<file path="src/rtl/mlp_job_arbiter.sv">
// Round-robin job arbiter sharing one MLP core between R requesters; one job in flight at a time.
// Optional watchdog abort of a stuck core is enabled by defining MLP_ARB_TIMEOUT_EN.
module mlp_job_arbiter #(
  parameter int WORD_SIZE = 8,
  parameter int N         = 16,
  parameter int R         = 4,
  parameter int TIMEOUT   = 4096
) (
  input  logic                         clk,
  input  logic                         n_rst,
  input  logic [R-1:0]                 req_valid,
  output logic [R-1:0]                 req_ready,
  input  logic [R*N*WORD_SIZE-1:0]     req_data,
  output logic                         mlp_init,
  output logic [N*WORD_SIZE-1:0]       mlp_inputs,
  input  logic                         mlp_ready,
  input  logic [N*WORD_SIZE-1:0]       mlp_outputs,
  output logic                         rsp_valid,
  input  logic                         rsp_ready,
  output logic [$clog2(R)-1:0]         rsp_id,
  output logic [N*WORD_SIZE-1:0]       rsp_data,
  output logic                         rsp_err,
  output logic                         busy,
  output logic [15:0]                  jobs_done
);

  localparam int VW = N * WORD_SIZE;
  localparam int IW = $clog2(R);

  if (R < 2 || TIMEOUT < 2) begin : g_bad_cfg
    $error("mlp_job_arbiter: R and TIMEOUT must both be >= 2");
  end

  typedef enum logic [1:0] {S_IDLE, S_ISSUE, S_WAIT, S_RESP} state_t;

  state_t          state_q;
  logic [IW-1:0]   rr_q;
  logic [IW-1:0]   id_q;
  logic [VW-1:0]   inputs_q;
  logic [VW-1:0]   data_q;
  logic            init_q;
  logic [15:0]     jobs_q;

  logic            grant_vld;
  logic [IW-1:0]   grant;
  logic [IW:0]     cand;
  logic [VW-1:0]   grant_dat;
  logic            hs;

  // Search starts one past the last served requester; the extra bit absorbs the wrap for any R.
  always_comb begin
    grant_vld = 1'b0;
    grant     = '0;
    cand      = '0;
    for (int k = 1; k <= R; k++) begin
      cand = {1'b0, rr_q} + (IW+1)'(k);
      if (cand >= (IW+1)'(R)) cand = cand - (IW+1)'(R);
      if (!grant_vld && req_valid[cand[IW-1:0]]) begin
        grant_vld = 1'b1;
        grant     = cand[IW-1:0];
      end
    end
  end

  always_comb begin
    grant_dat = '0;
    for (int r = 0; r < R; r++) begin
      if (grant == IW'(r)) grant_dat = req_data[r*VW +: VW];
    end
  end

  assign hs        = (state_q == S_IDLE) && grant_vld;
  assign req_ready = hs ? (R'(1) << grant) : '0;

`ifdef MLP_ARB_TIMEOUT_EN
  localparam int WD_W = $clog2(TIMEOUT);
  logic [WD_W-1:0] wdog_q;
  logic            err_q;
  assign rsp_err = err_q;
`else
  assign rsp_err = 1'b0;
`endif

  always_ff @(posedge clk or negedge n_rst) begin
    if (!n_rst) begin
      state_q  <= S_IDLE;
      rr_q     <= '0;
      id_q     <= '0;
      inputs_q <= '0;
      data_q   <= '0;
      init_q   <= 1'b0;
      jobs_q   <= '0;
`ifdef MLP_ARB_TIMEOUT_EN
      wdog_q   <= '0;
      err_q    <= 1'b0;
`endif
    end else begin
      init_q <= 1'b0;
      case (state_q)
        S_IDLE: begin
          if (hs) begin
            inputs_q <= grant_dat;
            id_q     <= grant;
            init_q   <= 1'b1;
            state_q  <= S_ISSUE;
          end
        end
        S_ISSUE: begin
`ifdef MLP_ARB_TIMEOUT_EN
          wdog_q  <= '0;
`endif
          state_q <= S_WAIT;
        end
        S_WAIT: begin
          // A completion on the expiry cycle still counts as a good result.
          if (mlp_ready) begin
            data_q  <= mlp_outputs;
`ifdef MLP_ARB_TIMEOUT_EN
            err_q   <= 1'b0;
`endif
            state_q <= S_RESP;
          end
`ifdef MLP_ARB_TIMEOUT_EN
          else if (wdog_q == WD_W'(TIMEOUT - 1)) begin
            data_q  <= '0;
            err_q   <= 1'b1;
            state_q <= S_RESP;
          end else begin
            wdog_q <= wdog_q + 1'b1;
          end
`endif
        end
        S_RESP: begin
          if (rsp_ready) begin
            rr_q    <= id_q;
            jobs_q  <= jobs_q + 16'd1;
            state_q <= S_IDLE;
          end
        end
        default: state_q <= S_IDLE;
      endcase
    end
  end

  assign mlp_init   = init_q;
  assign mlp_inputs = inputs_q;
  assign rsp_valid  = (state_q == S_RESP);
  assign rsp_id     = id_q;
  assign rsp_data   = data_q;
  assign busy       = (state_q != S_IDLE);
  assign jobs_done  = jobs_q;

endmodule

</file>
<file path="config.mk">
export PLATFORM = sky130hd
export DESIGN_NAME = mlp_job_arbiter
export DESIGN_NICKNAME = d
export VERILOG_FILES = /design/src/rtl/mlp_job_arbiter.sv
export SDC_FILE = /design/constraint.sdc
export NUM_CORES = 1
export LEC_CHECK = 0
export CAP_MARGIN = 20
export CORE_AREA = 2 2 363 365
export CTS_BUF_LIST = sky130_fd_sc_hd__clkbuf_8
export DETAILED_ROUTE_END_ITERATION = 10
export DIE_AREA = 0 0 365 367
export GPL_ROUTABILITY_DRIVEN = 0
export MAX_ROUTING_LAYER = met4
export RECOVER_POWER = 25
export SYNTH_ARGS = -nofsm -noshare
export SYNTH_HDL_FRONTEND = slang
export SYNTH_SLANG_ARGS = --single-unit
</file>
<file path="constraint.sdc">
create_clock -name clk -period 4.2 [get_ports clk]
set_input_delay 0.42 -clock clk [delete_from_list [all_inputs] [get_ports clk]]
set_output_delay 0.42 -clock clk [all_outputs]
set_load 0.005 [all_outputs]
</file>
==> run summary, run 1 <==
crit path DAT: 3.98 ns
Power Internal: 0.0106 W
post-synth top area cell: dfrtp_1
CTS Buf Count: 59
initial antenna violation count: 131
Top FF cell, synth: dfrtp_1
I/O pins: 930
Synth warnings: 0
combinational share of power: 53.1%
total overflow reported by the global router: 0
drc violations: 0
Sequential cell area: 6980 sq um
Leakage: 10.9 nW
Tcrit/Tclk final: 77.0%
largest net degree at the start of global routing: 94
Vias: 13858
root buffer cell: clkbuf_8
Max Fclk: 0.309 GHz
syn_nets: 1752
Reg clk slew, reported paths: 0.06 ns
Area contributors post-synth: dfrtp_1 49%, mux2i_1 18%, mux2_2 10%, a221oi_2 7.3%, o221ai_1 3.0%
core box area: 130000 sq um
Unique masters post-synth: 37
clock power share: 18.9%
# nets final: 2686
RSZ-0062 raised after global routing: false
Initial Utilization: 10.9%
Die Y: 367 microns
Die ar.: 134000 sq um
port bufs: 928
Pwr Total: 0.0173 W
worst-margin pin slew: 2.83 ns
Syn Area/Cell: 12.9 sq um
Hold Crit Class: input port to register
Seq/Total Area, Yosys: 49.1%
Setup-failing EPs final: 0
WHS Path Cells: 2
number of global-route vias before repair: 14197
Largest stage delay, worst path: 1.97 ns
Routed Antenna Nets: 0
# Post-CTS Setup Buffers: 0
Worst EP required: 4.95 ns
switching share of power: 38.6%
CP max stage cell: clkbuf_2
Worst Clk Skew: 0.0405 ns
top cell type's share of synthesized area: 49.1%
sequential power share: 28.0%
Max Slew Vio Count: 92
CP most frequent cell: clkbuf_2
ys async rst share: 100%
Post-CTS Resized: 0
setup_tns: 0 ns
fin crit period: 3.23 ns
cells after synthesis: 1099
Tot GR Track Use: 15.9%
Crit Path Class: input port to async pin
first-pass GRT wire length: 137 mm
# fillers: 14264
row cnt: 133
slew margin rel.: -88.7%
CP Launch Type: input port
Max-Cap Viols: 1
CP Capture Type: async pin
htree depth: 2
share of cells above drive strength 1: 16.4%
synthesized flop and latch total: 279
outcome: complete, but fails checks
commonest non-fill, non-tap cells in the layout: 927 x clkdlybuf4s50_1, 279 x dfrtp_1, 257 x mux2i_1
Post-DP HPWL: 91.8 mm
CTS tree: done
Clock Sinks: 279
per-cell routed wire length: 27.5 microns
Worst Reg-to-Reg Cells: 6
DR pass1 iterations: 4
total wire length: 108 mm
Worst Path Max Fanout: 93
final hold violation count: 0
hold buffers post-CTS: 1
Vias/cell: 3.54
Psw: 0.00668 W
DR iter-0 viols: 710
Synth Cell Area: 14200 sq um
Synth-to-Final Area Change: 90.0%
CP cell instances: dlygate4sd3_1, clkbuf_2, clkbuf_2
clock buffer depth: 3
Max VDD drop: 0.344 mV
most common cell after layout, fill and taps aside: clkdlybuf4s50_1
Multi-input gate area: 6700 sq um
Worst-Skew Late Latency: 0.76 ns
Pwr per Cell Area: 641 nW/um^2
failing checks: capacitance limit, slew limit
Die Width: 365 microns
count of flip-flops with a built-in enable after synthesis: 0
-- flip-flops by register name, summed over array words and instances (netlist names) --
name        cells
mlp_inputs    128
rsp_data      128
jobs_done      16
rr_q            2
rsp_id          2
state_q         2
mlp_init        1
-- layer usage --
| layer | routed length (microns) | GRT usage (%) | vias up |
|---|---|---|---|
| met5 | 0 | - | - |
| met4 | 2220 | 2.95 | 0 |
| met3 | 12400 | 7.70 | 172 |
| met2 | 51700 | 26.3 | 718 |
| met1 | 41500 | 17.5 | 6841 |
| li1 | - | - | 6127 |
-- layout make-up --
class / instances / area share (%)
clock buffer: 76 / 3.87
multi-input combinational: 723 / 24.8
inverter: 9 / 0.134
timing repair buffer: 961 / 35.7
tap: 1755 / 8.13
sequential: 279 / 25.8
clock inverter: 34 / 0.852
antenna: 75 / 0.695
-- power by group through the flow --
stage	clock, W	combinational, W	sequential, W
floorplan	0	0.00396	0.00480
detailed placement	0	0.00944	0.00489
CTS	0.00342	0.00947	0.00486
global route	0.00351	0.00976	0.00501
global placement	0	0.00934	0.00487
finish	0.00327	0.00920	0.00485
-- cells by family (layout without fill, tap and decap cells) --
logic type	after synthesis	count (layout)	synth area share (%)
muxes	389	389	28.5
DFF	279	279	49.1
and+or+nand+nor	174	174	4.99
AOI/OAI and AO/OA	139	139	11.9
buffers and inverters	97	1080	4.08
xor gates and xnor gates	15	15	0.924
adders and majority gates	5	5	0.440
other	1	76	0.0264
-- synth_stat cells (all sizes together), types with 3 or more instances --
cell type  number
a221oi         69
xnor2          10
mux2          132
nand2          76
ha              5
nand2b          4
inv             9
o221ai         59
a21oi           3
buf            60
nand3           4
xor2            5
mux2i         257
clkbuf         28
nor2           80
dfrtp         279
and3            3
-- critical path, delay by kind of cell --
family / cells / cell delay [ns]
buf+inv: 3 / 3.48
-- through the flow --
stage	utilization [%]	area, sq um	setup WS (ns)	hold WS [ns]	instances
global placement	19.6	25600	1.02	0.459	3726
CTS	20.6	26900	0.818	0.169	3837
finish	20.7	27000	0.967	0.278	3912
detailed placement	19.6	25600	0.969	0.463	3726
global route	20.7	27000	0.409	0.223	3910
floorplan	-	14200	2.28	0.124	1099
-- path summary, 6_finish.rpt --
path | slack (ns) | endpoint | startpoint
setup / recovery | 0.97 | rsp_data[26] | n_rst
hold / removal | 0.28 | rsp_data[34] | mlp_outputs[34]
setup reg to reg | 1.65 | mlp_inputs[118] | rr_q[1]
hold reg to reg | 0.47 | jobs_done[15] | jobs_done[15]
max in group clk | 1.00 | req_ready[3] | rr_q[1]
min in group asynchronous | 1.14 | mlp_inputs[55] | n_rst
Power figures use the tool's default switching activity.
==> run 2, diff against run 1 <==
clock period = 3.2 ns   (was 4.2 ns; I/O delays follow)
==> run 2 against run 1 <==
Net effect: the flow still finishes with violations (capacitance limit, slew limit); power rose by 33%; largest cell class unchanged; utilization up 0.088 points; cell count is 0.31% lower; non-clock buffer count increased by 19; global-route usage is 0.11 points higher; first-iteration DRC count is 18% lower; hold slack worse by 0.10 ns; die area stayed put; sequential power grew 32%; critical path depth rose by 4; clock power is 28% higher; clock skew is 0.025 ns higher.
==> run summary, run 2 (synthesis gave the netlist of run 1 again) <==
outcome: complete, but fails checks (unchanged)
failing checks: capacitance limit, slew limit (unchanged)
# Post-CTS Setup Buffers: 0 (unchanged)
Leakage: 11.0 nW (was 10.9 nW)
worst setup margin: 0.265 ns (was 0.967 ns)
most common cell after layout, fill and taps aside: clkdlybuf4s50_1 (unchanged)
gr busiest metal: met2 (unchanged)
CTS Buf Count: 57 (was 59)
worst r2r src: rr_q[1] (unchanged)
met3 Use GR: 6.41% (was 7.70%)
Worst EP required: 2.88 ns (was 4.95 ns)
Max VDD drop: 0.458 mV (was 0.344 mV)
Synth-to-Final Area Change: 90.8% (was 90.0%)
Initial Utilization: 10.9% (unchanged)
post-route cell area: 27100 sq um (was 27000 sq um)
Worst Path Max Fanout: 18 (was 93)
setup_tns: 0 ns (unchanged)
DR pass1 iterations: 4 (unchanged)
root buffer cell: clkbuf_8 (unchanged)
Setup-failing EPs final: 0 (unchanged)
fin crit period: 2.94 ns
Max Fclk: 0.341 GHz
CP Capture Type: output port (was async pin)
Hold Startpoint: mlp_outputs[122] (was mlp_outputs[34])
Die Width: 365 microns (unchanged)
Reg2Reg Setup Slack: 0.76 ns (was 1.65 ns)
Worst-Skew Late Latency: 0.75 ns (was 0.76 ns)
share of cells above drive strength 1: 16.9% (was 16.4%)
worst-margin pin slew: 2.58 ns (was 2.83 ns)
post-layout util: 20.8% (was 20.7%)
placed inst area: 25800 sq um (was 25600 sq um)
Worst Setup SP: state_q[0] (was n_rst)
row cnt: 133 (unchanged)
Die ar.: 134000 sq um (unchanged)
CTS tree: done (unchanged)
port bufs: 928 (unchanged)
clock buffer depth: 3 (unchanged)
RSZ-0062 raised after global routing: false (unchanged)
slew margin rel.: -71.7% (was -88.7%)
hold path endpoint: rsp_data[122] (was rsp_data[34])
met1 track demand over resource: 18.4% (was 17.5%)
total overflow reported by the global router: 0 (unchanged)
core box area: 130000 sq um (unchanged)
htree depth: 2 (unchanged)
number of global-route vias before repair: 14390 (was 14197)
Hold Crit Class: input port to register (unchanged)
first-pass GRT wire length: 139 mm (was 137 mm)
# nets final: 2703 (was 2686)
Tot GR Track Use: 16.1% (was 15.9%)
Reg clk slew, reported paths: 0.06 ns (about the same)
WHS Path Cells: 2 (unchanged)
Max Slew Vio Count: 84 (was 92)
Post-DP HPWL: 93.0 mm (was 91.8 mm)
Max-Cap Viols: 1 (unchanged)
largest net degree at the start of global routing: 87 (was 94)
total wire length: 108 mm (about the same)
CP Launch Type: register (was input port)
Tcrit/Tclk final: 91.7%
dpl ws: 0.194 ns (was 0.969 ns)
Crit Path Class: register to output port (was input port to async pin)
commonest non-fill, non-tap cells in the layout: 927 x clkdlybuf4s50_1, 279 x dfrtp_1, 257 x mux2i_1 (unchanged)
Vias: 13960 (was 13858)
Worst R2R End: mlp_inputs[29] (was mlp_inputs[118])
drc violations: 0 (unchanged)
Worst Reg-to-Reg Cells: 7 (was 6)
Worst Clk Skew: 0.0654 ns (was 0.0405 ns)
final hold violation count: 0 (unchanged)
Die Y: 367 microns (unchanged)
initial antenna violation count: 108 (was 131)
crit path DAT: 2.62 ns (was 3.98 ns)
I/O pins: 930 (unchanged)
Routed Antenna Nets: 0 (unchanged)
Vias/cell: 3.58 (was 3.54)
met2 usage: 26.2% (was 26.3%)
DR iter-0 viols: 585 (was 710)
per-cell routed wire length: 27.7 microns (was 27.5 microns)
Clock Sinks: 279 (unchanged)
Pwr per Cell Area: 846 nW/um^2 (was 641 nW/um^2)
## run 2: power breakdown
part	internal, W	switching [W]
sequential	0.00529	0.00112
combinational	0.00651	0.00587
clock	0.00227	0.00190
total	0.0141	0.00889
## run 2: repair_timing
item	in CTS	in global routing
endpoints found under the setup margin	0	0
hold buffers	1	0
endpoints found under the hold margin	76	0
resized for setup	0	0
## run 2: critical path, cell delays in order (launching register included)
cell and delay [ns]:
dfrtp_1 0.40, inv_1 0.11, ha_1 0.25, nand2b_4 0.10, inv_4 0.27, nand2_1 0.14
nor2_1 0.12, clkdlybuf4s50_1 0.53
## run 2: area by class of cell
class,instances,area (sq um)
Timing Repair Buffer,980,9860
Fill cell,14215,103000
Multi-Input combinational cell,723,6700
Inverter,9,36.3
Antenna cell,53,133
Sequential cell,279,6980
Clock inverter,29,235
Tap cell,1755,2200
Clock buffer,72,991
## run 2: per-stage QoR
step,instances,hold WS (ns),power (W)
after global routing,3896,0.123,0.0244
after CTS,3847,0.0791,0.0236
after detailed placement,3745,0.467,0.0192
after global placement,3745,0.457,0.0190
after floorplan,1099,0.0244,0.0115
final,3900,0.178,0.0230
## run 2: how the worst max path moves through the flow
| stage | endpoint | slack (ns) |
|---|---|---|
| final | req_ready[3] | 0.26 |
| after global routing | req_ready[3] | 0.008 |
| after floorplan | rsp_data[107] | 1.33 |
| after CTS | req_ready[3] | 0.08 |
| after detailed placement | mlp_inputs[13] | 0.19 |
| after global placement | mlp_inputs[48] | 0.20 |
## run 2: metal layers
layer / share of wire, % / routed length [microns] / up-vias
met5: 0 / 0 / -
met4: 2.5 / 2740 / 0
met3: 9.9 / 10800 / 167
met2: 47 / 51000 / 735
met1: 40 / 43700 / 6920
li1: - / - / 6138
==> variant: new RTL, settings of run 2 <==
Add a define of `MLP_ARB_TIMEOUT_EN`.
--- a/src/rtl/mlp_job_arbiter.sv
+++ b/src/rtl/mlp_job_arbiter.sv
@@ -1,5 +1,7 @@
 // Round-robin job arbiter sharing one MLP core between R requesters; one job in flight at a time.
 // Optional watchdog abort of a stuck core is enabled by defining MLP_ARB_TIMEOUT_EN.
+`define MLP_ARB_TIMEOUT_EN
+
 module mlp_job_arbiter #(
   parameter int WORD_SIZE = 8,
   parameter int N         = 16,
Check against the original RTL: same outputs for any inputs over 4 cycles, from zero or initial values and one cycle with n_rst low; that may be too few to reach the edited logic, so the function may still have changed.
==> variant against run 2 <==
Sequential cell count grew 13. Critical path type unchanged. Critical endpoint is now req_ready[2]. Total power decreased by 2.7%. Setup slack got worse by 0.073 ns. Area after synthesis rose by 0.56%. First-iteration DRC count up 110%. Wire length down 0.72%. Final area rose by 0.40%. Largest power group unchanged. Global-route usage shrank 0.34 points. The flow still finishes with violations (max-capacitance violations, max-slew violations). Combinational power down 5%. Critical path depth shrank 1. Via count is 17% higher.
==> variant: results (changes against run 2) <==
metric	value	unit	change
grt met3 use	5.90	%	-0.51 points
worst r2r src	rr_q[0]		
final cycle utilization of the critical path	94.0	%	+2.3 points
xor-xnor portion of the synthesized cell area	1.35	%	+0.42 points
DR iter-0 viols	1214		+110%
final hold slack	0.244	ns	+0.0657 ns
Synth top cells by count	292 x dfrtp_1, 128 x a22o_1, 106 x mux2i_1, 86 x o21ai_0, 84 x nand2_1		
vias in the first global route	16100		+12%
met3 wire length	11000	microns	+1.9%
end of the critical path	req_ready[2]		
min-delay src	mlp_outputs[92]		
GRT met2 Usage	23.6	%	-2.5 points
max cap viols	1		unchanged
adder-cell share of the synthesized area	0.612	%	+0.17 points
WL met1	45800	microns	+4.9%
Total GRT Usage	15.7	%	-0.34 points
Compound-Gate Fraction of Synth Area	26.6	%	+15 points
post-synthesis net count	1988		+13%
Pre-antenna DRT Iters	5		+1
Crit Path Max Fanout	25		+7
non-filler cells, final	4096		+5.0%
failing checks	max-capacitance violations, max-slew violations		
Pins Over Slew Limit	72		-14%
CP Data Arrival Time	2.69	ns	+0.07 ns
quantity of I/O buffers inserted on ports	929		+0.11%
placed inst area	26000	sq um	+0.68%
CP Launch Point	rr_q[1]		
initial antenna violation count	90		-17%
routed wl met2	47700	microns	-6.5%
Synth area leaders	dfrtp_1 51%, a22o_1 7.8%, mux2i_1 7.4%		
mux cell area share after synthesis	7.65	%	-21 points
first-pass GRT wire length	140000	microns	+0.77%
relative slew slack	-81.9	%	-10 points
status	complete, but fails checks		
Seq/Total Area, Yosys	51.1	%	+2.0 points
layout cells sized above 1	6.99	%	-9.9 points
syn_area_per_cell	10.7	sq um	-17%
setup clock skew after layout	0.0529	ns	-0.0124 ns
Num CTS Buffers	58		+1.8%
later-pin clock latency in the skew report	0.71	ns	-0.04 ns
post-DR wirelength/cell	26.2	microns	-5.5%
largest net degree at the start of global routing	105		+21%
Leak	10.8	nW	-1.4%
DP HPWL	87300	microns	-6.1%
==> variant: cell count changes in the layout (fill, tap and decap cells not counted), sizes merged, moves of 9 or more <==
cell            run 2  this run
a211oi              0        24
a22o                0       128
a2bb2oi             2        41
and3                3        24
dfrtp             279       292
diode              53        38
inv                29        72
mux2              132         3
mux2i             257       106
o21ai               1       100
o22ai               0        64
xnor2              10        19
==> variant: where the power goes <==
| part | internal (mW) | switching, mW | total [mW] | leakage, nW |
|---|---|---|---|---|
| combinational | 6.18 | 5.64 | 11.8 | 6.60 |
| clock | 2.14 | 1.85 | 3.99 | 0.681 |
| sequential | 5.35 | 1.20 | 6.55 | 3.56 |
==> variant: layout make-up <==
cell class                 count  area, sq um
inverter                      50          195
fill                       14300       103000
timing repair buffer         988         9930
tap                         1755         2200
sequential                   292         7310
clock buffer                  70          963
antenna                       38         95.1
clock inverter                34          219
multi-input combinational    869         6340
